`src/rtl/smg_pkg.sv`:
```
// smg_pkg: shared mode and segment constants for the seven-segment scan controller
package smg_pkg;
  localparam logic [1:0] SMG_MODE_STATIC = 2'b00;
  localparam logic [1:0] SMG_MODE_SCROLL = 2'b01;
  localparam logic [7:0] SEG_BLANK = 8'hFF;
  localparam logic [7:0] SEG_DASH = 8'hBF;
  // active-low g..a with dp off; entry 0 is the rightmost element
  localparam logic [15:0][7:0] SEG_HEX = {
    8'h8E, 8'h84, 8'hA1, 8'hA7, 8'h83, 8'h88, 8'h90, 8'h80,
    8'hF8, 8'h82, 8'h92, 8'h99, 8'hB0, 8'hA4, 8'hF9, 8'hC0
  };
endpackage

```
`src/rtl/smg_seg_decode.sv`:
```
// smg_seg_decode: nibble to active-low segment pattern with dash and blank overrides
module smg_seg_decode
  import smg_pkg::*;
(
  input  logic [3:0] nib,
  input  logic       hex_en,
  input  logic       blank,
  output logic [7:0] seg
);
  assign seg = blank ? SEG_BLANK : (!hex_en && nib > 4'd9) ? SEG_DASH : SEG_HEX[nib];
endmodule

```
`src/rtl/smg_scan_ctrl.sv`:
```
// smg_scan_ctrl: multiplexed seven-segment scanner with optional scrolling window
module smg_scan_ctrl
  import smg_pkg::*;
#(
  parameter int NUM_DIGITS = 4,
  parameter int DATA_W = 32,
  parameter int SCAN_DIV = 50000,
  parameter int SCROLL_DIV = 500
) (
  input  logic                  clk_smg,
  input  logic                  rst,
  input  logic [DATA_W-1:0]     in_data,
  input  logic                  load,
  input  logic [1:0]            mode,
  input  logic                  hex_en,
  input  logic                  blank_lz,
  output logic [NUM_DIGITS-1:0] sel_smg,
  output logic [7:0]            data_in_smg,
  output logic                  scroll_wrap
);
  localparam int NUM_NIB = DATA_W / 4;
  localparam int PW = $clog2(SCAN_DIV);
  localparam int SW = $clog2(SCROLL_DIV + 1);
  localparam int KW = $clog2(NUM_DIGITS);
  localparam int OW = $clog2(NUM_NIB);
  localparam logic [PW-1:0] PRE_LAST = PW'(SCAN_DIV - 1);
  localparam logic [SW-1:0] SCR_LAST = SW'(SCROLL_DIV - 1);
  localparam logic [KW-1:0] K_LAST = KW'(NUM_DIGITS - 1);
  localparam logic [OW-1:0] OFF_MAX = OW'(NUM_NIB - NUM_DIGITS);
  localparam logic [NUM_DIGITS-1:0] SEL_TOP = {1'b1, {(NUM_DIGITS-1){1'b0}}};
  logic [PW-1:0] presc;
  logic [SW-1:0] scnt;
  logic [KW-1:0] k;
  logic [OW-1:0] offset;
  logic [DATA_W-1:0] disp_buf;
  logic [DATA_W-1:0] win_bits;
  logic [KW-1:0] hi;
  logic [3:0] nib;
  logic [7:0] seg;
  logic tick, scrolling, step;
  assign tick = presc == PRE_LAST;
  assign scrolling = mode == SMG_MODE_SCROLL;
  assign step = tick && scrolling && scnt == SCR_LAST;
  assign win_bits = disp_buf >> {offset, 2'b00};
  assign nib = win_bits[{k, 2'b00} +: 4];
  // highest nonzero window digit; digit 0 stays lit even for an all-zero window
  always_comb begin
    hi = '0;
    for (int i = 1; i < NUM_DIGITS; i++)
      if (win_bits[4*i +: 4] != 4'h0) hi = KW'(i);
  end
  smg_seg_decode u_dec (
    .nib    (nib),
    .hex_en (hex_en),
    .blank  (blank_lz && k > hi),
    .seg    (seg)
  );
  always_ff @(posedge clk_smg or negedge rst) begin
    if (!rst) begin
      presc <= '0;
      scnt <= '0;
      k <= '0;
      offset <= '0;
      disp_buf <= '0;
      sel_smg <= '1;
      data_in_smg <= SEG_BLANK;
      scroll_wrap <= 1'b0;
    end else begin
      presc <= tick ? '0 : presc + PW'(1);
      scroll_wrap <= step && !load && offset == OFF_MAX;
      if (tick) begin
        k <= k == K_LAST ? '0 : k + KW'(1);
        sel_smg <= ~(SEL_TOP >> k);
        data_in_smg <= seg;
      end
      if (load) disp_buf <= in_data;
      if (load || !scrolling) begin
        offset <= '0;
        scnt <= '0;
      end else if (tick) begin
        scnt <= scnt == SCR_LAST ? '0 : scnt + SW'(1);
        if (scnt == SCR_LAST) offset <= offset == OFF_MAX ? '0 : offset + OW'(1);
      end
    end
  end
endmodule

```
`config.mk`:
```
export PLATFORM = sky130hd
export DESIGN_NAME = smg_scan_ctrl
export DESIGN_NICKNAME = d
export VERILOG_FILES = /design/src/rtl/smg_pkg.sv /design/src/rtl/smg_seg_decode.sv /design/src/rtl/smg_scan_ctrl.sv
export SDC_FILE = /design/constraint.sdc
export NUM_CORES = 1
export LEC_CHECK = 0
export CAP_MARGIN = 40
export CORE_MARGIN = 2
export CORE_UTILIZATION = 45
export DETAILED_ROUTE_END_ITERATION = 7
export GPL_ROUTABILITY_DRIVEN = 0
export PLACE_DENSITY = 0.65
export SYNTH_ARGS = -nofsm -noshare
export SYNTH_HDL_FRONTEND = slang
export SYNTH_SLANG_ARGS = --single-unit
```
`constraint.sdc`:
```
create_clock -name clk_smg -period 5.35 [get_ports clk_smg]
set_input_delay 1.3375 -clock clk_smg [delete_from_list [all_inputs] [get_ports clk_smg]]
set_output_delay 1.3375 -clock clk_smg [all_outputs]
set_load 0.005 [all_outputs]
```
# == Word-level counts from Yosys, hierarchy flattened ==
# Memories as Yosys holds them, arrays and structs flattened.
# Index checks and enable logic that the tools add are counted.
# W data, S select, Z words.
# totals
n_memories,1
regBits,75
in_bits,39
wordCells,56
out_inout_bits,13
romBits,128
# memory_table
memory,words,word_bits,rd,rd_clocked_by_memory_dff,write_ports,line_no,rtl
(name not given),16,8,1,0,0,smg_seg_decode.sv:10,assign seg = blank ? SEG_BLANK : (!hex_en && nib > 4'd9) ? SEG_DASH : SEG_HEX[nib];
# op_classes
shift,3
bitwise,1
addsub,4
n_reduce_logical,16
n_eq_ne,5
mux,15
order_cmp,3
# op_table
cell,n
$shiftx A32 B5 Y4,1
$shr A32 B5 Y32,1
$mux W9,3
$mux W8,3
$add A16 B1 Y16 const B,1
$eq A16 B16 Y1 const B,1
$mux W16,1
$mux W3,4
$reduce_bool A4 Y1,3
$add A9 B1 Y9 const B,1
$eq A9 B9 Y1 const B,1
$logic_and A1 B1 Y1,6
$mux W2,3
$lt A4 B5 Y1 const B,1
$gt A4 B4 Y1 const B,1
$not A4 Y4,1
$reduce_bool A2 Y1,2
$shr A4 B2 Y4 const A,1
$add A3 B1 Y3 const B,1
$eq A3 B3 Y1 const B,1
$logic_not A1 Y1,3
$add A2 B1 Y2 const B,1
$eq A2 B1 Y1 const B,1
$eq A2 B2 Y1 const B,1
4 further kinds,4

# == Depth between registers and ports, before layout ==
# Gate-level depths: netlist (run 1).
# logic_depth
depth_word,8
ltp_mapped,15
depth_no_buf,12

# == By module ==
# A second synthesis (run 1) with hierarchy kept.
# hier_totals
cells_unflattened,427
hier_area_um2,4500.6
# modules_own_cells
module,instances,cells_per_inst,area_each_um2,seq_area_each_um2
smg_scan_ctrl,1,385,4172.8,1891.8
smg_seg_decode,1,42,327.8,0.0

# == Worst setup path before layout (run 1) ==
# No wires, ideal clock.
# synth_path
path_kind,register to register
startpoint,register offset[0]
endpoint,register data_in_smg[5]
setup_ns,0.081
required_ns,5.269
arrival_ns,3.007
period_less_slack_ns,3.088
n_path_buf,3
setup_slack_ns,2.262
path_stages_with_launch,15
cell_sequence,dfrtp_1 -> buf_6 -> buf_12 -> buf_12 -> mux2_1 -> mux4_2 -> nor4_1 -> o21bai_1 -> ha_1 -> nand2_1 -> nand2_1 -> o21ai_0 -> nor3_1 -> o2111a_2 -> a211oi_2
# synth_between
elab_chain_cells,8
elab_cells_between_ends,16
cone_classes,order compare (2); shift (2); mux (6); reduce/logical (5); memory (1)
# synth_lines
element,line_no,rtl
"start, declared",smg_scan_ctrl.sv:34,logic [OW-1:0] offset;
"start signal, assigned",smg_scan_ctrl.sv:82,if (scnt == SCR_LAST) offset <= offset == OFF_MAX ? '0 : offset + OW'(1);
$shr A32 B5 Y32 *,smg_scan_ctrl.sv:44,"assign win_bits = disp_buf >> {offset, 2'b00};"
branches (longest 6 deep; another with $mem_v2 Z16 W8),-,
$mux W8 *,smg_seg_decode.sv:10,
"end signal, assigned",smg_scan_ctrl.sv:74,data_in_smg <= seg;
"end, declared",smg_scan_ctrl.sv:18,"output logic [7:0] data_in_smg,"
# Every way passes the cells marked *. The select of a mux whose other input is x is not followed.
# A chain may end at the register's enable or synchronous reset.

# == Worst setup path in the final report (run 1) ==
# layout_path
startpoint,register offset[2]
endpoint,register data_in_smg[5]
# The elaborated chain is that of the path after synthesis.

==> flow_metrics.py, run 1 <==
metrics = {
    "setup_path": {
        "r2r_cells": 11,
        "required_ns": 5.62,
        "critPathMaxFanout": 20,
        "critPathKind": "register to register",
        "critical_path_arrival_ns": 3.82,
        "critPathLaunchType": "register",
        "end_kind": "register",
    },
    "placed_design": {
        "numPortBuffers": 50,
        "dpl-instance-area_mm2": 0.00516,
        "dp_hpwl_um": 7310,
        "place_ws_ns": 1.86,
    },
    "status": {
        "run_status": "complete, no violations",
    },
    "clock_network": {
        "clk_pin_slew_worst_paths_ns": 0.09,
        "post_cts_buffers": 0,
        "ctsResizeCount": 0,
        "cts_hold_buf": 0,
        "insertion_delay_ns": 0.36,
        "cts_buffer_depth": 2,
        "cts.htree.levels": 3,
        "cts_buffers": 9,
        "root_buffer": "clkbuf_8",
        "cts_sinks": 74,
        "cts_tree": "built",
    },
    "floorplanning": {
        "io_pins": 52,
        "die-width_um": 105,
        "die_h_um": 105,
        "core_area_mm2": 0.00982,
        "start_util_pct": 46.5,
        "die_area_mm2": 0.0110,
        "row_count": 36,
    },
    "min_path": {
        "holdPathStages": 1,
        "hold_class": "register to register",
    },
    "drt": {
        "drcViolationCount": 0,
        "via_per_inst": 5.63,
        "routed_wl_um": 9850,
        "detailedRoute.firstIterationViolations": 185,
        "route.vias.total": 3377,
        "wl_per_cell_um": 16.4,
        "first_pass_iters": 4,
        "postRouteAntennaNets": 0,
    },
    "sta": {
        "rsz0062_at_grt": "no",
        "setup_violations": 0,
        "fin_crit_sh_pct": 66.2,
        "post-route-min-period_ns": 3.54,
        "fin_hold_ws_ns": 0.451,
        "tightestPinTransition_ns": 0.802,
        "hold_viol_final": 0,
        "max_slew_margin_pct": 46.0,
        "skew_ns": 0.0122,
        "drv_slew": 0,
        "setup_ws_ns": 1.81,
        "max_freq_ghz": 0.282,
        "tns_ns": 0,
    },
    "finish": {
        "antenna_cells": 0,
        "fillers": 900,
        "utilization_pct": 54.8,
        "area_delta_synth_final_pct": 17.8,
        "final_nets": 517,
        "drive_above_1_share_pct": 22.5,
        "stdcell_area_mm2": 0.00538,
    },
    "power_and_ir_drop": {
        "ir_drop_uv": 134,
        "cellPowerDensity_mw_per_mm2": 235,
        "p_leak_nw": 2.15,
    },
    "synth": {
        "ys_ff_latch": 74,
        "seq_area_frac_synth_pct": 40.9,
        "syn_nets": 473,
        "synthCells": 418,
        "synth_ff_type": "dfrtp_1",
        "avgSynthCellArea_um2": 10.9,
        "synth_cell_types": 70,
        "synth_enable_flop_cells": 0,
        "synth_warnings": 0,
        "synth_area_mm2": 0.00456,
        "async_reset_ff_share_pct": 100,
    },
    "global_routing": {
        "grt_overflow_total": 0,
        "antenna_found_initial": 0,
        "groute.usage.overall_pct": 18.9,
        "grt_pass1_wl_um": 16700,
        "grt_start_max_net_pins": 42,
        "grt_pass1_vias": 3375,
    },
    "job": {
        "maxCapViolCount": 0,
    },
}
registers in the layout, indices dropped and copies added (netlist names):
name	count
presc	16
disp_buf	32
sel_smg	4
scroll_wrap	1
scnt	9
offset	3
k	2
data_in_smg	7
kinds of logic (layout without fill, tap and decap cells):
family	count (synthesis)	count (layout)	synth area share (%)
AND/OR/NAND/NOR	141	141	16.0
XOR/XNOR	18	18	3.45
other	1	1	0.0822
flip-flops	74	74	40.9
AO/OA/AOI/OAI	69	69	11.7
buffers and inverters	31	80	3.78
multiplexers	68	68	19.7
adder cells (fa/ha/maj)	16	16	4.39
critical path: stages, from the launching register on:
cell,delay (ns)
dfrtp_1,0.87
mux4_2,0.63
a211oi_1,0.24
nand2_1,0.08
a32o_1,0.23
nor2_1,0.11
ha_1,0.25
a21oi_1,0.18
o21ai_0,0.17
nor3_1,0.36
o2111a_2,0.29
a211oi_2,0.05
cell usage after synthesis (2+ instances only):
master | n | area (um^2)
o21ai_0 | 14 | 70.1
nor4bb_1 | 2 | 20.0
dfrtp_1 | 63 | 1580
nand2_2 | 2 | 12.5
inv_2 | 2 | 7.51
nor3b_1 | 3 | 22.5
nand4_1 | 8 | 50.1
o32ai_2 | 2 | 32.5
and3_1 | 9 | 56.3
or3_1 | 3 | 18.8
xor2_1 | 14 | 123
o21a_1 | 2 | 15.0
a21oi_1 | 11 | 55.1
dfstp_2 | 11 | 289
and2_1 | 6 | 37.5
ha_1 | 16 | 200
nand2_1 | 33 | 124
o32a_1 | 3 | 30.0
mux4_2 | 12 | 270
mux2_2 | 43 | 484
buf_12 | 2 | 40.0
nor2b_1 | 11 | 68.8
buf_2 | 4 | 20.0
nor4_1 | 5 | 31.3
mux2i_1 | 6 | 60.1
o21bai_1 | 2 | 15.0
nand3_1 | 9 | 45.0
or4_1 | 3 | 22.5
nor2_1 | 34 | 128
xnor2_1 | 4 | 35.0
mux2_4 | 2 | 30.0
a211oi_1 | 5 | 37.5
a22o_1 | 3 | 26.3
nor3_1 | 5 | 25.0
buf_6 | 2 | 22.5
mux2_1 | 5 | 56.3
inv_1 | 7 | 26.3
a22oi_1 | 3 | 22.5
a31oi_1 | 4 | 25.0
clkbuf_1 | 12 | 45.0
o31a_1 | 2 | 17.5
power breakdown:
part | internal [W] | total, W | switching, W
Combinational | 0.0000961 | 0.000169 | 0.0000731
Clock | 0.000264 | 0.000488 | 0.000223
Sequential | 0.000584 | 0.000608 | 0.0000239
Total | 0.000944 | 0.00126 | 0.000320
routing by layer:
metal  global-route usage, %  share of wire, %  wire length (um)  up-vias
li1                        -                 -                 -     1630
met1                    25.3                48              4720     1651
met2                    30.8                47              4580       75
met3                    3.31               3.4               333       21
met4                    6.76               2.2               217        0
met5                       0                 0                 0        -
cell usage in the layout, fill, tap and decap left out, types with 3 or more instances in the layout:
master           count
a211oi_1             5
xnor2_1              4
mux2_1               5
nor2_1              34
a31oi_1              4
nand3_1              9
nor3_1               5
o21ai_0             14
mux4_2              12
clkbuf_8             9
dfstp_2             11
clkdlybuf4s50_1     49
dfrtp_1             63
ha_1                16
or4_1                3
mux2_2              43
a22o_1               3
nand4_1              8
nor2b_1             11
nor3b_1              3
xor2_1              14
and3_1               9
nor4_1               5
a22oi_1              3
nand2_1             33
a21oi_1             11
mux2i_1              6
buf_4                4
and2_1               6
o32a_1               3
or3_1                3
inv_1                7
through the flow:
step / total power, W / instances
6_report: 0.00126 / 600
5_1_grt: 0.00132 / 600
4_1_cts: 0.00127 / 600
3_5_place_dp: 0.000788 / 584
3_3_place_gp: 0.000782 / 582
2_1_floorplan: 0.000719 / 418
final cells by class:
type / instances / area, um^2 / share of cell area [%]
clock inverter: 6 / 90.1 / 1.68
multi-input combinational: 313 / 2530 / 47.0
clock buffer: 10 / 128 / 2.37
inverter: 9 / 33.8 / 0.628
sequential: 74 / 1870 / 34.7
tap: 133 / 166 / 3.09
timing repair buffer: 55 / 568 / 10.6
worst paths after layout:
| path | from | end | slack (ns) |
|---|---|---|---|
| worst max-delay path | offset[2] | data_in_smg[5] | 1.81 |
| max in group asynchronous | rst | disp_buf[18] | 3.86 |
| worst max register to register | offset[2] | data_in_smg[5] | 1.81 |
| worst min-delay path | presc[0] | presc[0] | 0.45 |
| min in group asynchronous | rst | presc[5] | 0.91 |
| worst min register to register | presc[0] | presc[0] | 0.45 |
Note: power is estimated with default switching activity, not from simulation.
==> inputs of run 2 (changes only) <==
Clock period 5.35 ns to 3.6 ns, I/O delays scaled along.
==> run 2 against run 1 <==
Compared with the run above:
- worst hold slack gained 0.00083 ns
- first-iteration DRC count shrank 30%
- maximum frequency grew 7.2%
- critical path depth grew 1
- via count grew 1.4%
- wire length shrank 3.3%
- clock skew grew 0.0015 ns
- global-route usage shrank 0.32 points
- final area shrank 0.44%
- non-clock buffer count grew 2
==> flow_metrics.py, run 2 (synthesis gave the netlist of run 1 again) <==
metrics = {
    "status": {
        "run_status": "complete, no violations",
    },
    "finish": {
        "final_cells": 602,
        "regMostFlops": "disp_buf",
        "multiInputGateArea_mm2": 0.00253,
        "antenna_cells": 0,
        "layout_common_cells": "dfrtp_1, clkdlybuf4s50_1, mux2_2, nor2_1, nand2_1",
        "final_nets": 519,
        "fillers": 900,
        "layout.area.seq_mm2": 0.00187,
        "largest_reg_flops": 32,
        "layout_commonest_cell": "dfrtp_1",
        "drive_above_1_share_pct": 23.0,
        "reg.largest.list": "disp_buf x32, presc x16, scnt x9",
        "area_delta_synth_final_pct": 17.3,
    },
    "clock_network": {
        "cts_hold_buf": 0,
        "cts.htree.levels": 3,
        "insertion_delay_ns": 0.35,
        "cts_tree": "built",
        "cts_buffer_depth": 2,
        "clk_pin_slew_worst_paths_ns": 0.08,
        "root_buffer": "clkbuf_8",
        "cts_buffers": 9,
        "cts_sinks": 74,
        "post_cts_buffers": 0,
        "ctsResizeCount": 0,
    },
    "floorplanning": {
        "row_count": 36,
        "io_pins": 52,
        "die_h_um": 105,
        "core_area_mm2": 0.00982,
        "die-width_um": 105,
        "start_util_pct": 46.5,
        "die_area_mm2": 0.0110,
    },
    "setup_path": {
        "end_kind": "register",
        "crit_chain": "buf_12 -> mux2_2 -> mux4_2 -> nor4_1 -> o21bai_1 -> ha_1 -> nand2_1 -> nand2_1 -> o21ai_0 -> nor3_1 -> o2111a_2 -> a211oi_2",
        "r2r-start": "offset[0]",
        "cp-startpoint": "offset[0]",
        "cp_slowest_cell": "mux4_2",
        "critPathLaunchType": "register",
        "critical_path_arrival_ns": 3.58,
        "critPathKind": "register to register",
        "crit_buf_inv": 1,
        "crit_top_cell": "nand2_1",
        "critPathTopFamily": "multiplexers",
        "slowest_delay_ns": 0.51,
        "critPathMaxFanout": 38,
        "required_ns": 3.87,
    },
    "sta": {
        "skew_ns": 0.0137,
        "drv_slew": 0,
        "tns_ns": 0,
        "fin_hold_ws_ns": 0.451,
        "setup_ws_ns": 0.297,
        "tightestPinTransition_ns": 0.650,
        "fin_crit_sh_pct": 91.8,
        "post-route-min-period_ns": 3.30,
        "max_slew_margin_pct": 56.6,
        "setup_violations": 0,
        "rsz0062_at_grt": "no",
        "max_freq_ghz": 0.303,
        "hold_viol_final": 0,
    },
    "global_routing": {
        "groute.usage.overall_pct": 18.5,
        "grt_pass1_vias": 3398,
        "antenna_found_initial": 0,
        "grt_overflow_total": 0,
        "grt_start_max_net_pins": 47,
        "grt_pass1_wl_um": 16600,
    },
    "drt": {
        "drcViolationCount": 0,
        "route.vias.total": 3424,
        "wl_per_cell_um": 15.8,
        "postRouteAntennaNets": 0,
        "via_per_inst": 5.69,
        "detailedRoute.firstIterationViolations": 129,
        "first_pass_iters": 4,
        "routed_wl_um": 9520,
    },
    "min_path": {
        "hold_path_startpoint": "presc[0]",
        "hold_class": "register to register",
    },
    "placed_design": {
        "dpl.cell_count": 586,
        "dp_hpwl_um": 7210,
        "numPortBuffers": 50,
        "place_ws_ns": 0.355,
    },
    "job": {
        "maxCapViolCount": 0,
    },
    "power_and_ir_drop": {
        "p_total_w": 0.00175,
        "p_leak_nw": 2.15,
        "cellPowerDensity_mw_per_mm2": 327,
        "ir_drop_uv": 197,
    },
}
run 2: worst register-to-register path: cells and delay by family, from the launching register on:
family	cells	cell delay [ns]
flip-flops	1	0.38
AND/OR/NAND/NOR	4	0.59
adder cells (fa/ha/maj)	1	0.28
buffers and inverters	1	0.23
multiplexers	2	0.89
AO/OA/AOI/OAI	4	0.88
run 2: final cells by class:
cell class	count	share of cell area, %
sequential	74	34.8
tap	133	3.11
timing repair buffer	57	10.9
multi-input combinational	313	47.2
clock buffer	10	2.57
inverter	9	0.631
clock inverter	6	0.771
run 2: report_power, final:
part | total [W] | switching [W] | internal [W]
sequential | 0.000903 | 0.0000354 | 0.000867
clock | 0.000595 | 0.000325 | 0.000270
combinational | 0.000251 | 0.000108 | 0.000144
total | 0.00175 | 0.000468 | 0.00128
run 2: metrics by stage:
step	utilization, %	area, um^2
floorplan	-	4560
global placement	52.4	5150
detailed placement	52.7	5170
CTS	54.5	5350
global route	54.5	5350
finish	54.5	5350
run 2: per-layer routing:
metal	share of wire [%]	GRT usage, %	vias to the layer above
met5	0	0	-
li1	-	-	1632
met1	46	24.8	1675
met2	47	29.3	99
met4	2.0	7.81	0
met3	5.2	3.99	18
run 2: final timing paths:
check                            endpoint  slack [ns]  cells after the start
setup / recovery           data_in_smg[5]        0.30                     12
hold / removal                   presc[0]        0.45                      1
setup reg to reg           data_in_smg[5]        0.30                     12
hold reg to reg                  presc[0]        0.45                      1
max in group asynchronous    disp_buf[11]        2.57                      2
min in group asynchronous        presc[5]        0.46                      1
==> inputs of run 3 (changes only) <==
Settings changed: CORE_MARGIN 2 to not set.
==> run 3 against run 2 <==
Compared with the run above:
- via count is 0.35% higher
- final cell count is 0.17% higher
- die area is 3.8% lower
- register-to-register slack better by 0.07 ns
- count of clock-buffer cells in the layout is 1 higher
- core utilization is 0.17 points higher
- final area is 0.30% higher
- flip-flop and latch count stayed put
- first-iteration DRC count is 63% higher
- global-route usage is 2.1 points higher
- critical path type unchanged
==> flow_metrics.py, run 3 (synthesis gave the netlist of run 1 again) <==
metrics = {
    "global_routing": {
        "grt_pass1_wl_um": 16700,
        "antenna_found_initial": 0,
        "grt_pass1_vias": 3386,
        "groute.usage.overall_pct": 20.6,
        "grt_overflow_total": 0,
        "grt_start_max_net_pins": 39,
    },
    "finish": {
        "fillers": 903,
        "layout_common_cells": "dfrtp_1, clkdlybuf4s50_1, mux2_2, nor2_1, nand2_1",
        "drive_above_1_share_pct": 23.2,
        "layout.area.seq_mm2": 0.00187,
        "antenna_cells": 0,
        "largest_reg_flops": 32,
        "final_cells": 603,
        "area_delta_synth_final_pct": 17.7,
        "reg.largest.list": "disp_buf x32, presc x16, scnt x9",
        "final_nets": 521,
        "layout_commonest_cell": "dfrtp_1",
        "regMostFlops": "disp_buf",
        "multiInputGateArea_mm2": 0.00253,
        "stdcell_area_mm2": 0.00537,
    },
    "clock_network": {
        "cts_buffer_depth": 2,
        "cts_buffers": 9,
        "root_buffer": "clkbuf_8",
        "cts_tree": "built",
        "cts_hold_buf": 0,
        "ctsResizeCount": 0,
        "cts_sinks": 74,
        "clk_pin_slew_worst_paths_ns": 0.08,
        "cts.htree.levels": 3,
        "post_cts_buffers": 0,
        "insertion_delay_ns": 0.34,
    },
    "floorplanning": {
        "die-width_um": 103,
        "die_h_um": 103,
        "die_area_mm2": 0.0105,
        "core_area_mm2": 0.00982,
        "start_util_pct": 46.5,
        "io_pins": 52,
        "row_count": 36,
    },
    "setup_path": {
        "required_ns": 3.86,
        "end_kind": "register",
        "cp_slowest_cell": "dfrtp_1",
        "crit_top_cell": "nand2_1",
        "r2r_end": "data_in_smg[5]",
        "critical_path_arrival_ns": 3.50,
        "r2r-start": "offset[0]",
        "critPathMaxFanout": 38,
        "r2r_slack_ns": 0.37,
        "r2r_cells": 13,
        "slowest_delay_ns": 0.37,
        "crit_chain": "buf_12 -> mux2_1 -> a22oi_1 -> a21boi_0 -> nand4_1 -> o21bai_1 -> ha_1 -> nand2_1 -> nand2_1 -> o21ai_0 -> nor3_1 -> o2111a_2 -> a211oi_2",
        "critPathLaunchType": "register",
        "critPathKind": "register to register",
    },
    "sta": {
        "tightestPinTransition_ns": 0.628,
        "hold_viol_final": 0,
        "rsz0062_at_grt": "no",
        "setup_ws_ns": 0.366,
        "max_slew_margin_pct": 58.0,
        "skew_ns": 0.00703,
        "setup_violations": 0,
        "drv_slew": 0,
        "fin_crit_sh_pct": 89.8,
        "tns_ns": 0,
        "post-route-min-period_ns": 3.23,
        "max_freq_ghz": 0.309,
    },
    "drt": {
        "route.vias.total": 3436,
        "first_pass_iters": 4,
        "postRouteAntennaNets": 0,
        "detailedRoute.firstIterationViolations": 210,
        "via_per_inst": 5.70,
        "routed_wl_um": 9870,
        "wl_per_cell_um": 16.4,
        "drcViolationCount": 0,
    },
    "placed_design": {
        "dpl.cell_count": 588,
        "numPortBuffers": 50,
        "dpl-instance-area_mm2": 0.00517,
        "dp_hpwl_um": 7390,
        "place_ws_ns": 0.430,
    },
    "power_and_ir_drop": {
        "cellPowerDensity_mw_per_mm2": 340,
        "ir_drop_uv": 206,
        "p_leak_nw": 2.16,
    },
    "job": {
        "maxCapViolCount": 0,
    },
    "min_path": {
        "hold_class": "input port to async pin",
    },
    "status": {
        "run_status": "complete, no violations",
    },
}
==> run 3: layout make-up <==
type / instances / share of cell area [%]
clock buffer: 11 / 2.82
clock inverter: 4 / 0.955
inverter: 9 / 0.629
multi-input combinational: 313 / 47.0
sequential: 74 / 34.7
tap: 133 / 3.10
timing repair buffer: 59 / 10.7
==> run 3: stage by stage <==
step	hold WS [ns]	power [W]	util, %
4_1_cts	0.440	0.00185	54.7
2_1_floorplan	0.425	0.00107	-
6_report	0.441	0.00183	54.7
3_5_place_dp	0.472	0.00117	52.6
5_1_grt	0.446	0.00191	54.7
3_3_place_gp	0.440	0.00116	52.6
==> run 3: worst max path at each step <==
stage                      to      start  depth (start not counted)  slack (ns)
3_5_place_dp   data_in_smg[5]  offset[0]                         12        0.43
4_1_cts        data_in_smg[5]  offset[0]                         12        0.39
6_report       data_in_smg[5]  offset[0]                         13        0.37
5_1_grt        data_in_smg[0]  offset[0]                         12        0.05
2_1_floorplan  data_in_smg[5]  offset[0]                         14        0.51
3_3_place_gp   data_in_smg[5]  offset[0]                         12        0.45
==> run 3: metal layers <==
layer	GRT usage, %	vias up	share of wire [%]
met3	4.47	9	4.9
met2	33.3	111	47
met4	7.03	0	1.2
li1	-	1634	-
met1	27.5	1682	46
met5	0	-	0
==> run 3: critical path: cells and delay by family, from the launching register on <==
family / cells / cell delay (ns)
AO/OA/AOI/OAI: 6 / 1.46
adder cells (fa/ha/maj): 1 / 0.28
buffers and inverters: 1 / 0.22
flip-flops: 1 / 0.37
multiplexers: 1 / 0.37
AND/OR/NAND/NOR: 4 / 0.44
==> run 3: power breakdown <==
part	leakage [nW]	switching (W)	internal [W]
combinational	1.15	0.000110	0.000142
clock	0.101	0.000317	0.000355
sequential	0.907	0.0000353	0.000867
